## src/rtl/reg_file_pkg.sv

```systemverilog
// reg_file_pkg: shared widths, address-width helper and typedefs for the register file
package reg_file_pkg;

    function automatic int addr_w(input int n);
        return (n > 1) ? $clog2(n) : 1;
    endfunction

    localparam int DATA_W = 32;
    localparam int NREGS  = 32;

    typedef logic [DATA_W-1:0]       data_t;
    typedef logic [addr_w(NREGS)-1:0] addr_t;
    typedef logic [NREGS-1:0]        busy_vec_t;

endpackage

```

## src/rtl/reg_file_bank.sv

```systemverilog
// reg_file_bank: register storage with multi-port writes; the highest-index port wins an address clash
module reg_file_bank
    import reg_file_pkg::*;
#(
    parameter  int DATA_WIDTH = DATA_W,
    parameter  int NUM_REGS   = NREGS,
    parameter  int NUM_WRITE  = 2,
    parameter  int ZERO_REG   = 1,
    localparam int ADDR_W     = addr_w(NUM_REGS)
) (
    input  logic                                  clk,
    input  logic                                  rst_n,
    input  logic [NUM_WRITE-1:0]                  we_i,
    input  logic [NUM_WRITE-1:0][ADDR_W-1:0]      waddr_i,
    input  logic [NUM_WRITE-1:0][DATA_WIDTH-1:0]  wdata_i,
    output logic [NUM_REGS-1:0][DATA_WIDTH-1:0]   mem_o
);

    logic [NUM_REGS-1:0][DATA_WIDTH-1:0] mem_q, mem_d;

    always_comb begin
        mem_d = mem_q;
        for (int p = 0; p < NUM_WRITE; p++)
            if (we_i[p]) mem_d[waddr_i[p]] = wdata_i[p];
        if (ZERO_REG != 0) mem_d[0] = '0;
    end

    always_ff @(posedge clk or negedge rst_n)
        if (!rst_n) mem_q <= '0;
        else        mem_q <= mem_d;

    assign mem_o = mem_q;

endmodule

```

## src/rtl/reg_file_sb.sv

```systemverilog
// reg_file_sb: multi-port register file with per-register busy scoreboard and claim handshake
module reg_file_sb
    import reg_file_pkg::*;
#(
    parameter  int DATA_WIDTH = 32,
    parameter  int NUM_REGS   = 32,
    parameter  int NUM_READ   = 2,
    parameter  int NUM_WRITE  = 2,
    parameter  int BYPASS     = 1,
    parameter  int ZERO_REG   = 1,
    localparam int ADDR_W     = addr_w(NUM_REGS)
) (
    input  logic                                  clk,
    input  logic                                  rst_n,
    input  logic [NUM_READ-1:0][ADDR_W-1:0]       i_read_addr,
    output logic [NUM_READ-1:0][DATA_WIDTH-1:0]   o_read_data,
    output logic [NUM_READ-1:0]                   o_read_busy,
    input  logic [NUM_WRITE-1:0]                  i_write_enable,
    input  logic [NUM_WRITE-1:0][ADDR_W-1:0]      i_write_addr,
    input  logic [NUM_WRITE-1:0][DATA_WIDTH-1:0]  i_write_data,
    input  logic                                  i_claim_valid,
    input  logic [ADDR_W-1:0]                     i_claim_addr,
    output logic                                  o_claim_ready,
    output logic [NUM_REGS-1:0]                   o_busy_vec
);

    logic [NUM_REGS-1:0][DATA_WIDTH-1:0] mem;
    logic [NUM_REGS-1:0]                 busy_q, busy_d, wr_hit;

    reg_file_bank #(
        .DATA_WIDTH(DATA_WIDTH),
        .NUM_REGS  (NUM_REGS),
        .NUM_WRITE (NUM_WRITE),
        .ZERO_REG  (ZERO_REG)
    ) u_bank (
        .clk    (clk),
        .rst_n  (rst_n),
        .we_i   (i_write_enable),
        .waddr_i(i_write_addr),
        .wdata_i(i_write_data),
        .mem_o  (mem)
    );

    // A write releases its register; a claim on the same edge re-sets it, so the claim wins.
    always_comb begin
        wr_hit = '0;
        for (int p = 0; p < NUM_WRITE; p++)
            if (i_write_enable[p]) wr_hit[i_write_addr[p]] = 1'b1;
        o_claim_ready = i_claim_valid & (~busy_q[i_claim_addr] | wr_hit[i_claim_addr]);
        busy_d = busy_q & ~wr_hit;
        if (o_claim_ready) busy_d[i_claim_addr] = 1'b1;
        if (ZERO_REG != 0) busy_d[0] = 1'b0;
    end

    always_ff @(posedge clk or negedge rst_n)
        if (!rst_n) busy_q <= '0;
        else        busy_q <= busy_d;

    assign o_busy_vec = busy_q;

    always_comb begin
        for (int r = 0; r < NUM_READ; r++) begin
            o_read_data[r] = mem[i_read_addr[r]];
            o_read_busy[r] = busy_q[i_read_addr[r]];
            if (BYPASS != 0)
                for (int p = 0; p < NUM_WRITE; p++)
                    if (i_write_enable[p] && i_write_addr[p] == i_read_addr[r]) begin
                        o_read_data[r] = i_write_data[p];
                        o_read_busy[r] = 1'b0;
                    end
            if (ZERO_REG != 0 && i_read_addr[r] == '0) begin
                o_read_data[r] = '0;
                o_read_busy[r] = 1'b0;
            end
        end
    end

endmodule

```

## config.mk

```make
export PLATFORM = sky130hd
export DESIGN_NAME = reg_file_sb
export DESIGN_NICKNAME = d
export VERILOG_FILES = /design/src/rtl/reg_file_pkg.sv /design/src/rtl/reg_file_bank.sv /design/src/rtl/reg_file_sb.sv
export SDC_FILE = /design/constraint.sdc
export NUM_CORES = 2
export LEC_CHECK = 0
export CORE_MARGIN = 2
export CORE_UTILIZATION = 55
export DETAILED_ROUTE_END_ITERATION = 6
export PLACE_DENSITY = 0.72
export SYNTH_ARGS = -nofsm -noshare
export SYNTH_HDL_FRONTEND = slang
export SYNTH_SLANG_ARGS = --single-unit
```

## constraint.sdc

```tcl
create_clock -name clk -period 5 [get_ports clk]
set_clock_uncertainty 0.2 [all_clocks]
set_input_delay 1 -clock clk [delete_from_list [all_inputs] [get_ports clk]]
set_output_delay 1 -clock clk [all_outputs]
set_load 0.01 [all_outputs]
```

## After elaboration in Yosys (flattened, before gate mapping)

Cells that the tools add are included.

- Order comparisons: 8
- Equal/unequal tests: 4
- Muxes and demuxes: 41
- Bitwise operators: 7
- Reduce and logical (&&, ||, !) cells: 9

Operator list:

| kind | count |
|---|---|
| $bwmux 1024 | 2 |
| $mux 1024 | 2 |
| $mux 32 | 13 |
| $bmux 32 s5 | 2 |
| $demux 32 s5 | 2 |
| $or 32x32->32 | 2 |
| $and 32x32->32 | 1 |
| $not 32->32 | 1 |
| $lt 5x6->1 const B | 5 |
| $bmux 1 s5 | 4 |
| $eq 5x5->1 | 4 |
| $demux 1 s5 | 3 |
| $ge 5x1->1 const B | 3 |
| $mux 1 | 13 |
| $logic_not 5->1 | 2 |
| $logic_and 1x1->1 | 7 |
| $and 1x1->1 | 1 |
| $not 1->1 | 1 |
| $or 1x1->1 | 1 |

- Register bits after elaboration: 1023
- Bits of input ports: 94

## Logic depth before layout (Yosys ltp)

- Depth after elaboration: 12
- Gate-level depth with buffers: 11
- Depth with buffers taken out: 7

## By module

From an unflattened synthesis, not the netlist that was laid out.

- Cell total of the unflattened synthesis: 7681
- Area, all modules: 70269.9 um^2

Modules (own cells, without submodules):

| module | instances | cells each | area an instance (um^2) | sequential area each (um^2) |
|---|---|---|---|---|
| reg_file_bank | 1 | 6080 | 49970.4 | 24823.8 |
| reg_file_sb | 1 | 1601 | 20299.5 | 775.7 |

## Least setup slack after synthesis

No wires, ideal clock.

- Path type: input to output
- Start point: in i_read_addr[5] (netlist name)
- End point: out o_read_data[32] (netlist name)
- Arrival: 3129 ps
- Required time: 3800 ps
- Path slack: 671 ps
- Cell stages on the path: 7
- Buffers on the path: 3
- Cell sequence: buf_2 buf_2 buf_1 mux4_2 mux4_2 mux2i_1 o21ai_0

RTL lines:

| what | line | RTL |
|---|---|---|
| start, declared | reg_file_sb.sv:15 | `input logic [NUM_READ-1:0][ADDR_W-1:0] i_read_addr,` |
| end, declared | reg_file_sb.sv:16 | `output logic [NUM_READ-1:0][DATA_WIDTH-1:0] o_read_data,` |

==> results by group <==
Floorplanning
  • Chip Width: 350 um
  • Num rows: 127
  • Initial Util: a little under three fifths
  • IO Count: 193
  • Die area: roughly 0.12 sq mm
  • DIE HEIGHT: 350 um
  • Core box area: 0.119 sq mm

Timing
  • Final Hold Vio Count: 0
  • Tcrit/Tclk final: 99.4%
  • Relative slew slack: 11.4%
  • Min cycle time layout: about 5 ns
  • Unrepaired setup endpoints after global routing: yes
  • Endpoints failing setup: 0
  • TNS Setup: 0 ns
  • Maximum clock rate: 201 MHz
  • Hold Slack: 0.0155 ns
  • Worst slew pin tran: roughly 1.3 ns
  • Final Max Tran Viols: 0

Synthesis
  • Synth Flop Type: dfrtp_1
  • Register bit count reported by yosys: 1023
  • Yosys warnings: 0
  • Synth cell types: 65
  • Cell Area, Synth: 0.0659 sq mm
  • Seq/Total Area, Yosys: 38.8%
  • Syn avg cell area: between 10 and 15 sq um
  • Mapped Cells: 6146
  • Asr flop ratio synth: 100%
  • EDFF count, synth: 0
  • Post-Syn Nets: 6240

Route
  • 1st-pass router iterations: 7
  • DR DRC count: 4
  • Vias: 55595
  • Mean routed wirelength per cell: roughly 33 um
  • Drt total wl: 259000 um
  • Vias per cell: 7.08
  • Antenna Nets Post-Route: 0
  • Starting DRT DRC Count: 7641

Place
  • Placed Instances: 7625
  • Number of port buffers: 191
  • Detail Placement HPWL: 151000 um
  • Placed Instance Area: between 0.07 and 0.08 sq mm
  • GP Congestion: 0.931

CTS
  • CTS clk-pin slew, worst paths: 0.06 ns
  • CTS tree: yes
  • Clock latency on the worst-skew pair: approximately 0.75 ns
  • Worst-case clock buffer depth: 3
  • TritonCTS Sinks: 1023
  • CTS root buf: clkbuf_16
  • H-tree levels: 3
  • Num CTS Buffers: 113

Status
  • Status: finished, violations left
  • Failing checks: DRC

Layout
  • Finished Layout Cells: slightly below 8000
  • Layout area overhead: 15.8%
  • Layout cell share with drive strength beyond 1: 23.2%
  • Nets: 6231
  • Post-route cell area: roughly 0.076 sq mm

Worst setup path
  • Worst EP arrival: 3.77 ns
  • Worst path required time: 3.80 ns
  • Origin of the worst setup path: i_read_addr[6]
  • Critical-path maximum fanout: 35
  • Worst reg2reg path depth: 9
  • Worst setup EP type: output port
  • Crit path kind: in -> out
  • Worst r2r src: o_busy_vec[31]$_DFF_PN0_
  • CP Launch Type: primary input
  • FF-to-FF End: o_busy_vec[13]$_DFF_PN0_
  • R2r setup slk: roughly 2.6 ns

GRT
  • Vias in the first global route: 54312
  • Global-route wire length before repair: 372000 um
  • GRT Util Overall: 41.7%
  • Grt total ovfl: 0
  • Antenna violations before repair: 10
  • Largest net degree at the start of global routing: 117

Power
  • Final Power: 29.7 mW
  • Lkg Pwr: 35.3 nW
  • Worst IR drop on VDD: 0.000342 V
  • Pwr/cell area: 390 mW/mm^2

Job
  • Maximum capacitance violations: 0

Worst hold path
  • Hold Path Class: in -> async
## state kept, by name, indices dropped and copies added, names as in the netlist
signal        flops
o_busy_vec       31
u_bank.mem_o    992
## worst max path at each step
| stage | endpoint | slack [ns] | cells past startpoint |
|---|---|---|---|
| finish | o_read_data[48] | 0.03 | 9 |
| global route | o_read_data[30] | -0.02 | 13 |
| CTS | o_read_data[34] | -0.02 | 11 |
| detailed placement | o_read_data[34] | -0.16 | 12 |
| global placement | o_read_data[34] | -0.26 | 12 |
| floorplan | o_read_data[32] | 0.67 | 7 |
## what timing repair did
action / 4_1_cts / 5_1_grt
gates cloned: 0 / 3
hold buffers: 0 / 0
pin swaps: 7 / 8
resized for setup: 26 / 62
hold endpoints to repair: 0 / 0
setup buffers: 2 / 4
setup endpoints to repair: 27 / 57
## layout make-up
| type | instances | area, sq um |
|---|---|---|
| fill | 9010 | 43000 |
| multi-input combinational | 4321 | 37800 |
| sequential | 1023 | 25600 |
| timing repair buffer | 666 | 6890 |
| clock buffer | 158 | 3290 |
| tap | 1612 | 2020 |
| clock inverter | 51 | 654 |
| inverter | 12 | 45.0 |
| antenna | 9 | 22.5 |
## worst max-delay path, stage by stage
cell and delay, ns:
buf_8 0.27, buf_16 0.31, mux2_2 0.39, a22o_1 0.19, mux4_2 0.50, mux2i_4 0.30
o21ai_0 0.13, buf_4 0.15, clkdlybuf4s50_1 0.47
## through the flow
| stage | utilization (%) | setup slack, ns |
|---|---|---|
| 3_5_place_dp | 60.3 | -0.164 |
| 5_1_grt | 63.9 | -0.0227 |
| 2_1_floorplan | - | 0.671 |
| 3_3_place_gp | 60.3 | -0.261 |
| 4_1_cts | 63.7 | -0.0155 |
| 6_report | 64.0 | 0.0278 |
## Yosys cell counts (10+ instances only)
| library cell | n | area [sq um] |
|---|---|---|
| buf_1 | 192 | 721 |
| o22ai_1 | 13 | 81.3 |
| clkbuf_1 | 517 | 1940 |
| nand2_1 | 562 | 2110 |
| a22oi_1 | 28 | 210 |
| buf_2 | 70 | 350 |
| o21ai_1 | 13 | 65.1 |
| mux2i_1 | 1072 | 10700 |
| xor2_1 | 16 | 140 |
| a21oi_1 | 557 | 2790 |
| mux4_2 | 593 | 13400 |
| dfrtp_1 | 1023 | 25600 |
| nand3_1 | 24 | 120 |
| a22o_1 | 69 | 604 |
| nor3_1 | 10 | 50.1 |
| nor2_1 | 582 | 2180 |
| mux2_2 | 65 | 732 |
| o21ai_0 | 597 | 2990 |
| inv_1 | 12 | 45.0 |
## kinds of logic after synthesis
family / Yosys count / share of synthesized area [%]
AO/OA/AOI/OAI: 1319 / 10.8
buffers and inverters: 802 / 4.80
flip-flops: 1023 / 38.8
XOR/XNOR: 20 / 0.266
other: 1 / 0.00569
AND/OR/NAND/NOR: 1251 / 7.65
multiplexers: 1730 / 37.7
## report_power, final
group | internal [mW] | switching (mW)
Combinational | 4.79 | 3.66
Clock | 5.25 | 3.75
Sequential | 10.5 | 1.80
Total | 20.5 | 9.21
## cell usage in the layout (no fill, tap or decap), drive strengths merged, types with 9 or more instances in the layout
| master | n |
|---|---|
| mux2i | 1072 |
| dfrtp | 1023 |
| o21ai | 610 |
| mux4 | 593 |
| nor2 | 582 |
| nand2 | 563 |
| a21oi | 557 |
| buf | 483 |
| clkbuf | 161 |
| clkdlybuf4s50 | 142 |
| a22o | 69 |
| mux2 | 65 |
| clkinv | 33 |
| dlymetal6s2s | 32 |
| a22oi | 28 |
| nand3 | 24 |
| xor2 | 16 |
| o22ai | 13 |
| bufinv | 13 |
| inv | 13 |
| nor3 | 11 |
| a221oi | 10 |
| diode | 9 |
| nor2b | 9 |
## metal layers
layer	GRT usage, %	wire length [um]	vias up
met5	0	48	-
met4	27.5	20900	8
met3	12.9	36400	1151
met2	60.4	110000	4448
met1	54.4	91200	27484
li1	-	-	22504
Note: power is estimated with default switching activity, not from simulation.
